File: src/rtl/mips_boot_pkg.sv
// Shared definitions for the instruction-memory boot loader: state codes,
// default frame marker and header size.
package mips_boot_pkg;

    typedef enum logic [2:0] {
        SYNC   = 3'd0,
        LEN_HI = 3'd1,
        LEN_LO = 3'd2,
        DATA   = 3'd3,
        CSUM   = 3'd4,
        RUN    = 3'd5,
        ERR    = 3'd6
    } boot_state_t;

    localparam logic [7:0] SYNC_BYTE_DEF = 8'hA5;
    localparam int         HDR_LEN       = 3;

endpackage

File: src/rtl/byte_packer.sv
// Big-endian 4-byte assembler: the first byte of a word lands in [31:24].
// word_out/word_valid are combinational so the 4th byte is usable on its own edge.
module byte_packer (
    input  logic        clk,
    input  logic        rst,
    input  logic [7:0]  byte_in,
    input  logic        byte_en,
    input  logic        clear,
    output logic [31:0] word_out,
    output logic        word_valid
);

    logic [1:0]  r_cnt;
    logic [23:0] r_sh;

    always_ff @(posedge clk or posedge rst) begin
        if (rst) begin
            r_cnt <= 2'd0;
            r_sh  <= 24'd0;
        end else if (clear) begin
            r_cnt <= 2'd0;
            r_sh  <= 24'd0;
        end else if (byte_en) begin
            r_cnt <= r_cnt + 2'd1;
            r_sh  <= {r_sh[15:0], byte_in};
        end
    end

    assign word_out   = {r_sh, byte_in};
    assign word_valid = byte_en && !clear && (r_cnt == 2'd3);

endmodule

File: src/rtl/im_boot_loader.sv
// Framed byte-stream loader for instruction memory; holds the core in reset
// until a checksum-verified image has been written.
module im_boot_loader
    import mips_boot_pkg::*;
#(
    parameter int         ADDR_W    = 10,
    parameter logic [7:0] SYNC_BYTE = SYNC_BYTE_DEF
) (
    input  logic              clk,
    input  logic              rst,
    input  logic              in_valid,
    input  logic [7:0]        in_data,
    output logic              in_ready,
    output logic              im_we,
    output logic [ADDR_W-1:0] im_addr,
    output logic [31:0]       im_wdata,
    output logic              cpu_rst,
    output logic              load_done,
    output logic              load_err,
    output logic [ADDR_W:0]   words_loaded
);

    localparam logic [16:0]   CAP   = 17'(1) << ADDR_W;
    localparam logic [ADDR_W:0] ONE = (ADDR_W+1)'(1);

    boot_state_t      r_state;
    logic [7:0]       r_len_hi;
    logic [ADDR_W:0]  r_len;
    logic [7:0]       r_xor;

    logic             w_acc;
    logic [16:0]      w_len_new;
    logic             w_last;
    logic [31:0]      w_word;
    logic             w_word_valid;

    assign w_acc     = in_valid && in_ready;
    assign w_len_new = {1'b0, r_len_hi, in_data};
    // words_loaded has already counted every earlier word: the next word needs 4 more bytes
    assign w_last    = ((words_loaded + ONE) == r_len);

    byte_packer u_packer (
        .clk        (clk),
        .rst        (rst),
        .byte_in    (in_data),
        .byte_en    (w_acc && (r_state == DATA)),
        .clear      (r_state != DATA),
        .word_out   (w_word),
        .word_valid (w_word_valid)
    );

    always_ff @(posedge clk or posedge rst) begin
        if (rst) begin
            r_state      <= SYNC;
            r_len_hi     <= 8'd0;
            r_len        <= '0;
            r_xor        <= 8'd0;
            in_ready     <= 1'b0;
            im_we        <= 1'b0;
            im_addr      <= '0;
            im_wdata     <= 32'd0;
            cpu_rst      <= 1'b1;
            load_done    <= 1'b0;
            load_err     <= 1'b0;
            words_loaded <= '0;
        end else begin
            im_we <= 1'b0;
            if (im_we) begin
                im_addr      <= im_addr + ADDR_W'(1);
                words_loaded <= words_loaded + ONE;
            end
            if (r_state != RUN && r_state != ERR)
                in_ready <= 1'b1;

            case (r_state)
                SYNC: if (w_acc && in_data == SYNC_BYTE) r_state <= LEN_HI;
                LEN_HI: if (w_acc) begin
                    r_len_hi <= in_data;
                    r_state  <= LEN_LO;
                end
                LEN_LO: if (w_acc) begin
                    r_len <= w_len_new[ADDR_W:0];
                    if (w_len_new > CAP) begin
                        r_state  <= ERR;
                        in_ready <= 1'b0;
                        load_err <= 1'b1;
                    end else if (w_len_new == 17'd0) begin
                        r_state <= CSUM;
                    end else begin
                        r_state <= DATA;
                    end
                end
                DATA: if (w_acc) begin
                    r_xor <= r_xor ^ in_data;
                    if (w_word_valid) begin
                        im_wdata <= w_word;
                        im_we    <= 1'b1;
                        if (w_last) r_state <= CSUM;
                    end
                end
                CSUM: if (w_acc) begin
                    in_ready <= 1'b0;
                    if (in_data == r_xor) begin
                        r_state   <= RUN;
                        cpu_rst   <= 1'b0;
                        load_done <= 1'b1;
                    end else begin
                        r_state  <= ERR;
                        load_err <= 1'b1;
                    end
                end
                RUN, ERR: in_ready <= 1'b0;
                default: begin
                    r_state  <= ERR;
                    in_ready <= 1'b0;
                    load_err <= 1'b1;
                end
            endcase
        end
    end

endmodule

File: config.mk
export PLATFORM = sky130hd
export DESIGN_NAME = im_boot_loader
export DESIGN_NICKNAME = d
export VERILOG_FILES = /design/src/rtl/mips_boot_pkg.sv /design/src/rtl/byte_packer.sv /design/src/rtl/im_boot_loader.sv
export SDC_FILE = /design/constraint.sdc
export NUM_CORES = 1
export LEC_CHECK = 0
export CAP_MARGIN = 20
export CORE_ASPECT_RATIO = 1.2
export CORE_UTILIZATION = 30
export DETAILED_ROUTE_END_ITERATION = 7
export PLACE_DENSITY = 0.49
export SLEW_MARGIN = 20
export SYNTH_ARGS = -nofsm -noshare
export SYNTH_HDL_FRONTEND = slang
export SYNTH_SLANG_ARGS = --single-unit
File: constraint.sdc
create_clock -name clk -period 5.55 [get_ports clk]
set_clock_uncertainty 0.2 [all_clocks]
set_input_delay 1.11 -clock clk [delete_from_list [all_inputs] [get_ports clk]]
set_output_delay 1.11 -clock clk [all_outputs]
set_load 0.01 [all_outputs]
Yosys cells after proc, flatten, opt, wreduce, memory -nomap -nowiden
Cells that the tools add are included.
- register bits: 114
- bits in latches: 0
- bits in writable memories: 0
- bits in read-only memories: 0
- input port bits: 11
- output and inout bits: 58
- memories kept: 0
- $add $sub $neg: 3
- $mul: 0
- divide/modulo/power cells: 0
- magnitude comparators: 1
- equal/unequal tests: 22
- shift operators: 0
- muxes and demuxes: 28
- bitwise operators: 3
- reductions and logical operators: 20
- operators with widths (cell ; count):
    $mux W24 ; 2
    $mux W3 ; 9
    $pmux W3 S6 ; 1
    $logic_not A17 Y1 ; 1
    $gt A16 B11 Y1 const B ; 1
    $ne A2 B2 Y1 const B ; 8
    $add A11 B1 Y11 const B ; 1
    $eq A11 B11 Y1 ; 1
    $mux W1 ; 11
    $add A10 B1 Y10 const B ; 1
    $eq A3 B3 Y1 const B ; 3
    $eq A8 B8 Y1 ; 1
    $eq A8 B8 Y1 const B ; 1
    $reduce_and A8 Y1 ; 1
    $xor A8 B8 Y8 ; 1
    $eq A3 B2 Y1 const B ; 2
    $logic_and A1 B1 Y1 ; 6
    $mux W2 ; 3
    $ne A3 B3 Y1 const B ; 2
    $pmux W1 S3 ; 2
    $reduce_and A2 Y1 ; 3
    $reduce_and A3 Y1 ; 2
    $reduce_and A5 Y1 ; 1
    $reduce_or A5 Y1 ; 1
    11 further kinds ; 12

Depth between registers and ports, before layout
- depth after elaboration: 7
- mapped depth: 8
- gate-level depth less buffers: 7

Modules after synthesis
From an unflattened synthesis, not the netlist that was laid out.
- cell total of the unflattened synthesis: 424
- area, all modules: 5182.5 um^2
- by module, submodules not included (module ; instances ; cells each ; area an instance (um^2) ; seq. area each (um^2)):
    im_boot_loader ; 1 ; 328 ; 4022.6 ; 2203.4
    byte_packer ; 1 ; 96 ; 1159.9 ; 650.6

Least setup slack after synthesis
OpenSTA, ideal clock, no wires.
- path kind: input to register
- from: in in_data[2]
- to: reg r_state[0]
- setup time: 0.087 ns
- arrival time: 2.482 ns
- data required time: 5.263 ns
- path slack: 2.782 ns
- cell stages on the path: 6
- buffers on the path: 1
- cells stage by stage: buf_2 > nor4_1 > a31oi_1 > or4_4 > a211o_1 > o211ai_1
- cells in the longest elaborated chain, start to end: 5
- ends and longest elaborated chain (what ; line ; text):
    start, declared ; im_boot_loader.sv:12 ; input logic [7:0] in_data,
    branches (longest 5 deep; another with $gt A16 B11 Y1) ; - ;
    end signal, assigned ; im_boot_loader.sv:76 ; SYNC: if (w_acc && in_data == SYNC_BYTE) r_state <= LEN_HI;
    end signal, assigned ; im_boot_loader.sv:84 ; r_state <= ERR;
    end signal, assigned ; im_boot_loader.sv:88 ; r_state <= CSUM;
    end, declared ; im_boot_loader.sv:26 ; boot_state_t r_state;
Parallel ways; which one is timed is not known. The select of a mux whose other input is x is not followed.
A chain may end at the register's enable or synchronous reset.

Worst setup path after layout
- from: in in_valid
- to: reg r_state[0]
- cells in the longest elaborated chain, start to end: 6
- ends and longest elaborated chain (what ; line ; text):
    start, declared ; im_boot_loader.sv:11 ; input logic in_valid,
    $logic_and A1 B1 Y1 * ; im_boot_loader.sv:37 ; assign w_acc = in_valid && in_ready;
    $logic_and A1 B1 Y1 ; im_boot_loader.sv:46 ; .byte_en (w_acc && (r_state == DATA)),
    $logic_and A1 B1 Y1 (2 in a row) ; byte_packer.sv:30 ; assign word_valid = byte_en && !clear && (r_cnt == 2'd3);
    $ne A2 B1 Y1 (no source line) ; - ;
    $reduce_and A8 Y1 (no source line) * ; - ;
    end signal, assigned ; im_boot_loader.sv:54 ; r_state <= SYNC;
    end signal, assigned ; im_boot_loader.sv:76 ;
    end signal, assigned ; im_boot_loader.sv:79 ; r_state <= LEN_LO;
Mark *: on every way between the ends. The rest lies on a longest branch, timed or not.

==> flow_summary.yaml <==
pwr:
  p_leak_nw: 2.79
  powerDensity_nw_per_um2: 339
  peakVddDrop_uv: 169
timing:
  clock.fmax_mhz: 292
  slew_viol_final: 0
  worst_slew_pin_slew_ns: 0.946
  finalHoldViolations: 0
  tns_ns: 0
  setup_viol: 0
  slew_headroom_pct: 36.8
  min_period_over_period_pct: 61.7
  rsz0062_at_grt: "no"
  fin_crit_ns: 3.43
floorplan:
  ioPinCount: 69
  initial_utilization_pct: 30.8
  die_h_um: 144
  core_um2: 16300
  die_w_um: 120
  dieArea_um2: 17300
  rows: 51
grt:
  grt_first_pass_wirelength_um: 19000
  antenna_found_initial: 0
  grt-ovfl-total: 0
  grt_pass1_vias: 3589
  grt_max_degree: 56
  grt_usage_pct: 14.4
finish:
  diodes: 0
  multi_input_area_um2: 2030
  syn2layout_area_growth_pct: 30.8
  fin_area_um2: 6570
  nFillCells: 1605
  drive_gt1_share_pct: 18.4
  layout.area.seq_um2: 2850
  nets: 524
detailed_routing:
  wirelength_um: 11300
  drt-wirelength-per-cell_um: 15.4
  drc: 0
  drt_first_pass_iters: 4
  postRouteAntennaNets: 0
  via_count: 3462
  drtIter0Drc: 194
  viasPerCell: 4.72
critical_path:
  critPathLaunchType: "primary input"
  crit_type: "in -> reg"
  cp.arrival_ns: 3.49
  cp.required_ns: 5.62
  cp-end-kind: "flop"
  regToRegEndpoint: "r_state[0]$_DFFE_PP0P_"
  r2r_start: "in_ready$_DFF_PP0_"
  cp_max_fo: 22
  rr_worst_depth: 7
  r2r_setup_slack_ns: 2.95
cts:
  clockRootBuffer: "clkbuf_16"
  cts.htree.levels: 4
  clk_latency_ns: 0.40
  cts_resized: 0
  holdBufCountCts: 0
  clkSinkCount: 114
  cts_tree: "built"
  clkTransAtPathRegs_ns: 0.05
  cts_buffers: 17
  postCtsSetupRepairBufs: 0
  clock_path_buffers: 2
yosys:
  ys_ff_latch: 114
  synth.top_cells.by_count: "dfrtp_1, nand2_1, mux2_2"
  synth_nets: 456
  async_flop_share_pct: 100
  ys_warn_count: 0
  synthTopCellsByArea: "dfrtp_1, mux2_2, xnor2_1, nand2_1, a21oi_1"
  syn_area_per_cell_um2: 11.4
  yosysTopAreaCell: "dfrtp_1"
  syn_inst: 442
  synth_ff_type: "dfrtp_1"
  synth_cell_type_count: 43
  synth_edf_count: 0
  yosysMostFrequentCell: "dfrtp_1"
  ys_seq_area_share_pct: 56.9
  synth_top_area_share_pct: 56.3
  syn_area_um2: 5020
outcome:
  outcome: "completed"
worst_hold_path:
  hp-class: "reg -> reg"
  min_from: "im_addr[9]$_DFFE_PP0P_"
  hold_path_end: "im_addr[9]$_DFFE_PP0P_"
  whs_path_depth: 1
place:
  dpl_cell_area_um2: 5900
  numPortBuffers: 68
  place_congestion: 0.809
  hpwl_um: 7600
job:
  maxCapViolations: 0
==> cells by family (layout without fill, tap and decap cells) <==
| family | after synthesis | in the layout | share of synthesized area (%) |
|---|---|---|---|
| compound gates | 48 | 48 | 5.68 |
| flops | 114 | 114 | 56.9 |
| mux | 51 | 51 | 11.4 |
| buf+inv | 32 | 112 | 2.77 |
| simple gates | 146 | 146 | 14.1 |
| xor+xnor | 48 | 48 | 8.38 |
| fa+ha+maj | 3 | 3 | 0.748 |
==> critical path, stage by stage <==
cell and delay (ns):
clkdlybuf4s50_1 0.48, and2_1 0.36, buf_4 0.33, and4_1 0.25, nand3_1 0.08, or4_1 0.43, nor4_2 0.31, o211ai_1 0.14
==> per-layer routing <==
metal  wire [um]  global-route usage, %
met1        5090                   17.9
met5           0                      0
met3         319                   3.17
met4         204                   6.38
met2        5710                   23.8
==> flip-flops by register name (all words and copies together) (netlist names), 2 cells and up <==
register        flops
words_loaded       11
r_xor               8
im_addr            10
r_state             3
r_len              11
r_len_hi            8
u_packer.r_sh      24
im_wdata           32
u_packer.r_cnt      2
==> report_power, final <==
group	internal [mW]	leakage (nW)	total (mW)	switching, mW
logic	0.0588	0.913	0.131	0.0725
clock network	0.852	0.324	1.22	0.363
registers	0.858	1.55	0.879	0.0212
==> worst max-delay path by stage <==
stage	from	endpoint	slack (ns)	depth (start not counted)
2_1_floorplan	rst	im_addr[0]$_DFFE_PP0P_	1.23	1
3_3_place_gp	in_valid	r_state[1]$_DFFE_PP0P_	1.86	8
3_5_place_dp	in_valid	r_state[0]$_DFFE_PP0P_	1.70	8
4_1_cts	in_valid	r_state[0]$_DFFE_PP0P_	2.12	8
5_1_grt	in_valid	r_state[0]$_DFFE_PP0P_	1.99	8
6_report	in_valid	r_state[0]$_DFFE_PP0P_	2.12	8
==> per-stage QoR <==
stage	total power, mW	instances	utilization (%)	setup WS, ns	hold slack [ns]
2_1_floorplan	0.984	442	-	1.23	0.265
3_3_place_gp	1.03	703	36.2	1.86	0.251
3_5_place_dp	1.03	703	36.2	1.70	0.269
4_1_cts	2.26	734	40.3	2.12	0.281
5_1_grt	2.32	734	40.3	1.99	0.298
6_report	2.23	734	40.3	2.12	0.273
==> layout make-up <==
class                           count  share of cell area, %
Timing Repair Buffer               73                   10.9
Clock buffer                       22                   7.53
Multi-Input combinational cell    296                   30.9
Tap cell                          212                   4.04
Clock inverter                      9                   2.67
Sequential cell                   114                   43.5
Inverter                            8                  0.496
==> layout by cell type (no fill, tap or decap), drive strengths merged, types with 2 or more instances in the layout <==
master         count
buf                5
mux2              51
xor2               7
nor3               4
nand2             79
and3               7
xnor2             41
clkbuf            22
and2               3
nand4             10
clkinvlp           2
inv                8
clkinv             2
nor2              16
or3                3
a21oi             26
nand3              7
or4                3
bufinv             5
dfrtp            113
nor4               6
ha                 3
o21ai             10
and4               2
clkdlybuf4s50     68
a211o              3
No activity file was read; power rests on OpenSTA's default activity.
==> edit 1 (config.mk and constraints unchanged) <==
The parameter `ADDR_W` goes from 10 to 12.
--- a/src/rtl/im_boot_loader.sv
+++ b/src/rtl/im_boot_loader.sv
@@ -5,3 +5,3 @@
 #(
-    parameter int         ADDR_W    = 10,
+    parameter int         ADDR_W    = 12,
     parameter logic [7:0] SYNC_BYTE = SYNC_BYTE_DEF
Interface: changed (resized im_addr and words_loaded); port bits go from 69 to 73. No check against the original RTL was run, so the function may have changed too.
==> edit 1 against the original RTL <==
  * Final area increased by 5.1%
  * Power decreased by 3.0%
  * Hold slack worse by 6.0 ps
  * Worst setup slack improved by 250 ps
  * Count of clock-buffer cells in the layout increased by 1
  * Wire length is 9.7% higher
  * Sequential cell count is 6 higher
  * Synthesized area grew 6.9%
  * Critical path type unchanged
  * Critical endpoint unchanged
==> edit 1: results (changes against the original RTL) <==
Run status
  – Status: complete, no violations

Routing
  – DR vias: 3755 (+8.5%)
  – Initial drt markers: 139 (-28%)
  – Routed WL per cell: 16.0 um (+4.0%)

Global routing
  – Largest net degree at the start of global routing: 56 (unchanged)
  – Antenna violations before repair: 0 (unchanged)
  – Global-route wire length before repair: 20.4 mm (+7.5%)
  – GRT Util Overall: 14.8% (+0.44 points)

Synthesis
  – Commonest cells post-synth: dfrtp_1 (119), nand2_1 (76), mux2_2 (55)
  – Sequential fraction of the synthesis area: 56.0% (-0.88 points)
  – Yosys Warn Count: 0 (unchanged)
  – Syn nets: 485 (+6.4%)
  – Synth top area cells: dfrtp_1 (56%), mux2_2 (12%), xnor2_1 (6.2%), nand2_1 (5.3%), a21oi_1 (2.8%)
  – Async SR Flop Fraction: 100% (unchanged)
  – Synth unique cells: 45 (+4.7%)

Critical path
  – Worst Path Max Fanout: 30 (+36%)
  – Setup slack, reg-to-reg: 3090 ps (+140 ps)
  – Crit path largest cell delay: 530 ps (+50 ps)
  – Crit path DAT: 3260 ps (-230 ps)
  – CP max stage cell: or4b_1
  – Reg-to-Reg Start: words_loaded[0]$_DFFE_PP0P_

Final layout
  – Top flop regs: im_wdata x32, u_packer.r_sh x24
  – Most common cell after layout, fill and taps aside: dfrtp_1
  – Ratio of cells with drive above 1 in the final layout: 16.6% (-1.8 points)
  – Nets: 556 (+6.1%)
  – Filler Cell Count: 1733 (+8.0%)

Clock tree
  – H-tree Lvls: 4 (unchanged)
  – Clock-pin slew on the worst setup and hold paths: 50 ps (about the same)
  – Deepest clock path buffer count: 2 (unchanged)

Place
  – Post-Place Setup Slack: 1940 ps (+235 ps)
  – IO buf count: 72 (+5.9%)
  – Area after DPL: 6300 um^2 (+6.8%)
  – Gpl congestion: 0.816 (+0.80%)
  – Final HPWL DP: 8.35 mm (+9.9%)

Hold path
  – Hold Crit Class: reg2reg
  – Hold path start: im_addr[11]$_DFFE_PP0P_

Power and ir drop
  – Maximum resistive drop on vdd: 0.000148 V (-12%)
  – Sw Ratio: 21.9% (+1.3 points)
  – Lkg Pwr: 0.00301 uW (+7.8%)

STA
  – Worst Hold Slack: 267 ps (-6.04 ps)
  – Worst-Margin Slew: 985 ps (+39.6 ps)
  – Peak Freq: 314 MHz (+7.7%)
edit 1: metrics by stage:
stage | util (%) | std cells
2_1_floorplan | - | 471
3_3_place_gp | 36.0 | 743
3_5_place_dp | 36.0 | 743
4_1_cts | 39.4 | 774
5_1_grt | 39.4 | 774
6_report | 39.4 | 774
edit 1: worst paths after layout:
check,cells past startpoint,end
worst max-delay path,8,r_state[0]$_DFFE_PP0P_
worst min-delay path,1,im_addr[11]$_DFFE_PP0P_
worst max register to register,7,r_state[0]$_DFFE_PP0P_
worst min register to register,1,im_addr[11]$_DFFE_PP0P_
max in group asynchronous,3,r_len[6]$_DFFE_PP0P_
min in group asynchronous,2,im_addr[11]$_DFFE_PP0P_
edit 1: power groups by stage:
| stage | sequential [uW] | combinational, uW | clock [uW] |
|---|---|---|---|
| after global placement | 918 | 128 | 0 |
| final | 903 | 127 | 1130 |
| after floorplan | 905 | 98.1 | 0 |
| after global routing | 905 | 144 | 1200 |
| after CTS | 903 | 130 | 1160 |
| after detailed placement | 918 | 129 | 0 |
edit 1: area by class of cell:
class                           instances  area [um^2]  share of cell area [%]
Sequential cell                       120         3000                    43.5
Clock buffer                           23          458                    6.64
Clock inverter                          8          146                    2.12
Tap cell                              220          275                    3.99
Multi-Input combinational cell        322         2230                    32.4
Inverter                                2         10.0                   0.145
Timing Repair Buffer                   79          773                    11.2
edit 1: cell families (layout without fill, tap and decap cells):
family / after synthesis / in the layout / share of synthesized area (%)
AO/OA/AOI/OAI: 55 / 55 / 6.32
XOR/XNOR: 55 / 55 / 8.98
flip-flops: 120 / 120 / 56.0
AND/OR/NAND/NOR: 153 / 153 / 13.9
buffers and inverters: 29 / 112 / 2.36
multiplexers: 56 / 56 / 11.7
adder cells (fa/ha/maj): 3 / 3 / 0.700
edit 1: per-layer routing:
metal / GRT usage (%) / routed length (um) / vias to the layer above
met2: 23.6 / 6180 / 77
met4: 5.83 / 186 / 0
li1: - / - / 1777
met5: 0 / 0 / -
met1: 18.8 / 5530 / 1887
met3: 3.99 / 521 / 14
edit 1: worst max-delay path: cells and delay by family:
kind                   cells  cell delay, ps
AND/OR/NAND/NOR            4             960
AO/OA/AOI/OAI              2             400
buffers and inverters      2             780
==> edit 2 (config.mk and constraints unchanged) <==
Made on the original files. Encoding of `boot_state_t`: now one-hot (7 bits for 7 states).
--- a/src/rtl/mips_boot_pkg.sv
+++ b/src/rtl/mips_boot_pkg.sv
@@ -4,10 +4,10 @@
 
-    typedef enum logic [2:0] {
-        SYNC   = 3'd0,
-        LEN_HI = 3'd1,
-        LEN_LO = 3'd2,
-        DATA   = 3'd3,
-        CSUM   = 3'd4,
-        RUN    = 3'd5,
-        ERR    = 3'd6
+    typedef enum logic [6:0] {
+        SYNC   = 7'b0000001,
+        LEN_HI = 7'b0000010,
+        LEN_LO = 7'b0000100,
+        DATA   = 7'b0001000,
+        CSUM   = 7'b0010000,
+        RUN    = 7'b0100000,
+        ERR    = 7'b1000000
     } boot_state_t;
Formal check against the unedited RTL: no difference found for any inputs over 10 cycles, from zero or initial values and one cycle with rst high; not proved beyond that.
==> edit 2 against the original RTL <==
  * Utilization fell by 0.65 points
  * Synthesized area increased by 4.3%
  * Critical path type unchanged
  * Critical path depth is the same
  * Global-route usage up 1.1 points
  * Wire length grew 9.5%
  * Worst setup slack worse by 60 ps
  * Final area is 2.7% higher
  * First-iteration DRC count decreased by 9.3%
  * Sequential cell count is 4 higher
  * Synthesized cell count increased by 19%
  * Hold slack worse by 7.8 ps
Power is not compared: it rests on default switching activity, and its combinational part moved more than twofold at a synthesized area within 25%.
==> edit 2: results (changes against the original RTL) <==
Critical path
  – Crit path launch: in_data[6]
  – CP max stage cell: or4_1
  – Setup slack, reg-to-reg: 2550 ps (-400 ps)
  – Reg-to-Reg Start: words_loaded[0]$_DFFE_PP0P_
  – Crit path DAT: 3580 ps (+90 ps)
  – Worst Path Max Fanout: 7 (-68%)
  – Reg2Reg Depth: 8 (+1)
  – Crit path largest cell delay: 610 ps (+130 ps)

STA
  – Max_slew headroom: 36.2% (-0.59 points)

Place
  – Post-Place Cells: 789 (+12%)
  – Final HPWL DP: 8.49 mm (+12%)
  – Gpl congestion: 0.816 (+0.85%)
  – Area after DPL: 6120 um^2 (+3.8%)

Synthesis
  – Synth unique cells: 48 (+12%)
  – Synth Instances: 528 (+19%)
  – Commonest cells post-synth: nand2_1 (172), dfrtp_1 (116), a21oi_1 (30)
  – Syn nets: 542 (+19%)
  – Synth top area cells: dfrtp_1 (55%), nand2_1 (12%), xnor2_1 (4.9%), mux2_2 (4.5%), xor2_1 (3.7%)
  – Ys flop type: dfrtp_1

Routing
  – Final WL: 12.4 mm (+9.5%)
  – Avg Vias per Cell: 4.78 (+1.3%)
  – Initial drt markers: 176 (-9.3%)

Run status
  – Status: complete, no violations

Global routing
  – Vias in the first global route: 4065 (+13%)
  – Largest net degree at the start of global routing: 63 (+13%)
  – GRT Util Overall: 15.5% (+1.1 points)

Final layout
  – Nets: 607 (+16%)
==> edit 2: changes by cell type in the layout (fill, tap and decap cells not counted), sizes merged, moves of 4 or more <==
cell,change
nor2,+7
nand2,+94
mux2,-30
and3,-4
a21oi,+5
xor2,+15
xnor2,-12
nand3,+5
inv,-5
o21ai,-4
==> edit 2: logic make-up after synthesis <==
logic type | after synthesis | synth area share, %
AND/OR/NAND/NOR | 252 | 21.3
flip-flops | 118 | 56.4
AO/OA/AOI/OAI | 53 | 6.21
XOR/XNOR | 51 | 8.53
buffers and inverters | 30 | 2.27
multiplexers | 21 | 4.52
adder cells (fa/ha/maj) | 3 | 0.717
==> edit 2: how the worst min path moves through the flow <==
stage	slack [ps]	cells after the start	endpoint	start
6_report	270	1	im_addr[9]$_DFFE_PP0P_	im_addr[9]$_DFFE_PP0P_
5_1_grt	300	1	load_done$_DFFE_PP0P_	load_done$_DFFE_PP0P_
4_1_cts	270	1	im_addr[9]$_DFFE_PP0P_	im_addr[9]$_DFFE_PP0P_
3_5_place_dp	260	2	im_wdata[24]$_DFFE_PP0P_	u_packer.r_sh[16]$_DFFE_PP0P_
3_3_place_gp	260	1	load_done$_DFFE_PP0P_	load_done$_DFFE_PP0P_
2_1_floorplan	240	2	im_wdata[24]$_DFFE_PP0P_	u_packer.r_sh[16]$_DFFE_PP0P_
==> edit 2: layout make-up <==
class	count	area (um^2)	share of cell area, %
inverters	4	17.5	0.260
well taps	216	270	4.01
clock buffers	23	468	6.94
multi-input cells	380	2160	32.1
repair buffers	72	743	11.0
clock inverters	9	125	1.86
flip-flops and latches	118	2960	43.8
==> edit 2: stage by stage <==
stage,worst slack [ps],util (%),power [uW]
2_1_floorplan,1110,-,894
3_3_place_gp,1610,36.0,913
3_5_place_dp,1540,36.0,914
4_1_cts,1960,39.5,2030
5_1_grt,1970,39.7,2070
6_report,2060,39.7,2000
==> edit 2: power groups by stage <==
stage	Clock [uW]	Combinational [uW]	Sequential, uW
floorplan	0	18.2	876
global placement	0	37.5	876
detailed placement	0	38.0	876
CTS	1130	38.0	861
global route	1170	41.7	861
finish	1100	36.1	861
==> edit 2: routing by layer <==
metal	vias to the layer above	part of all wire (%)	wire length [um]	GRT usage, %
met5	-	0	0	0
met4	0	1.8	218	7.38
met3	16	2.8	353	3.49
met2	83	50	6200	25.0
met1	1931	45	5630	19.5
li1	1898	-	-	-
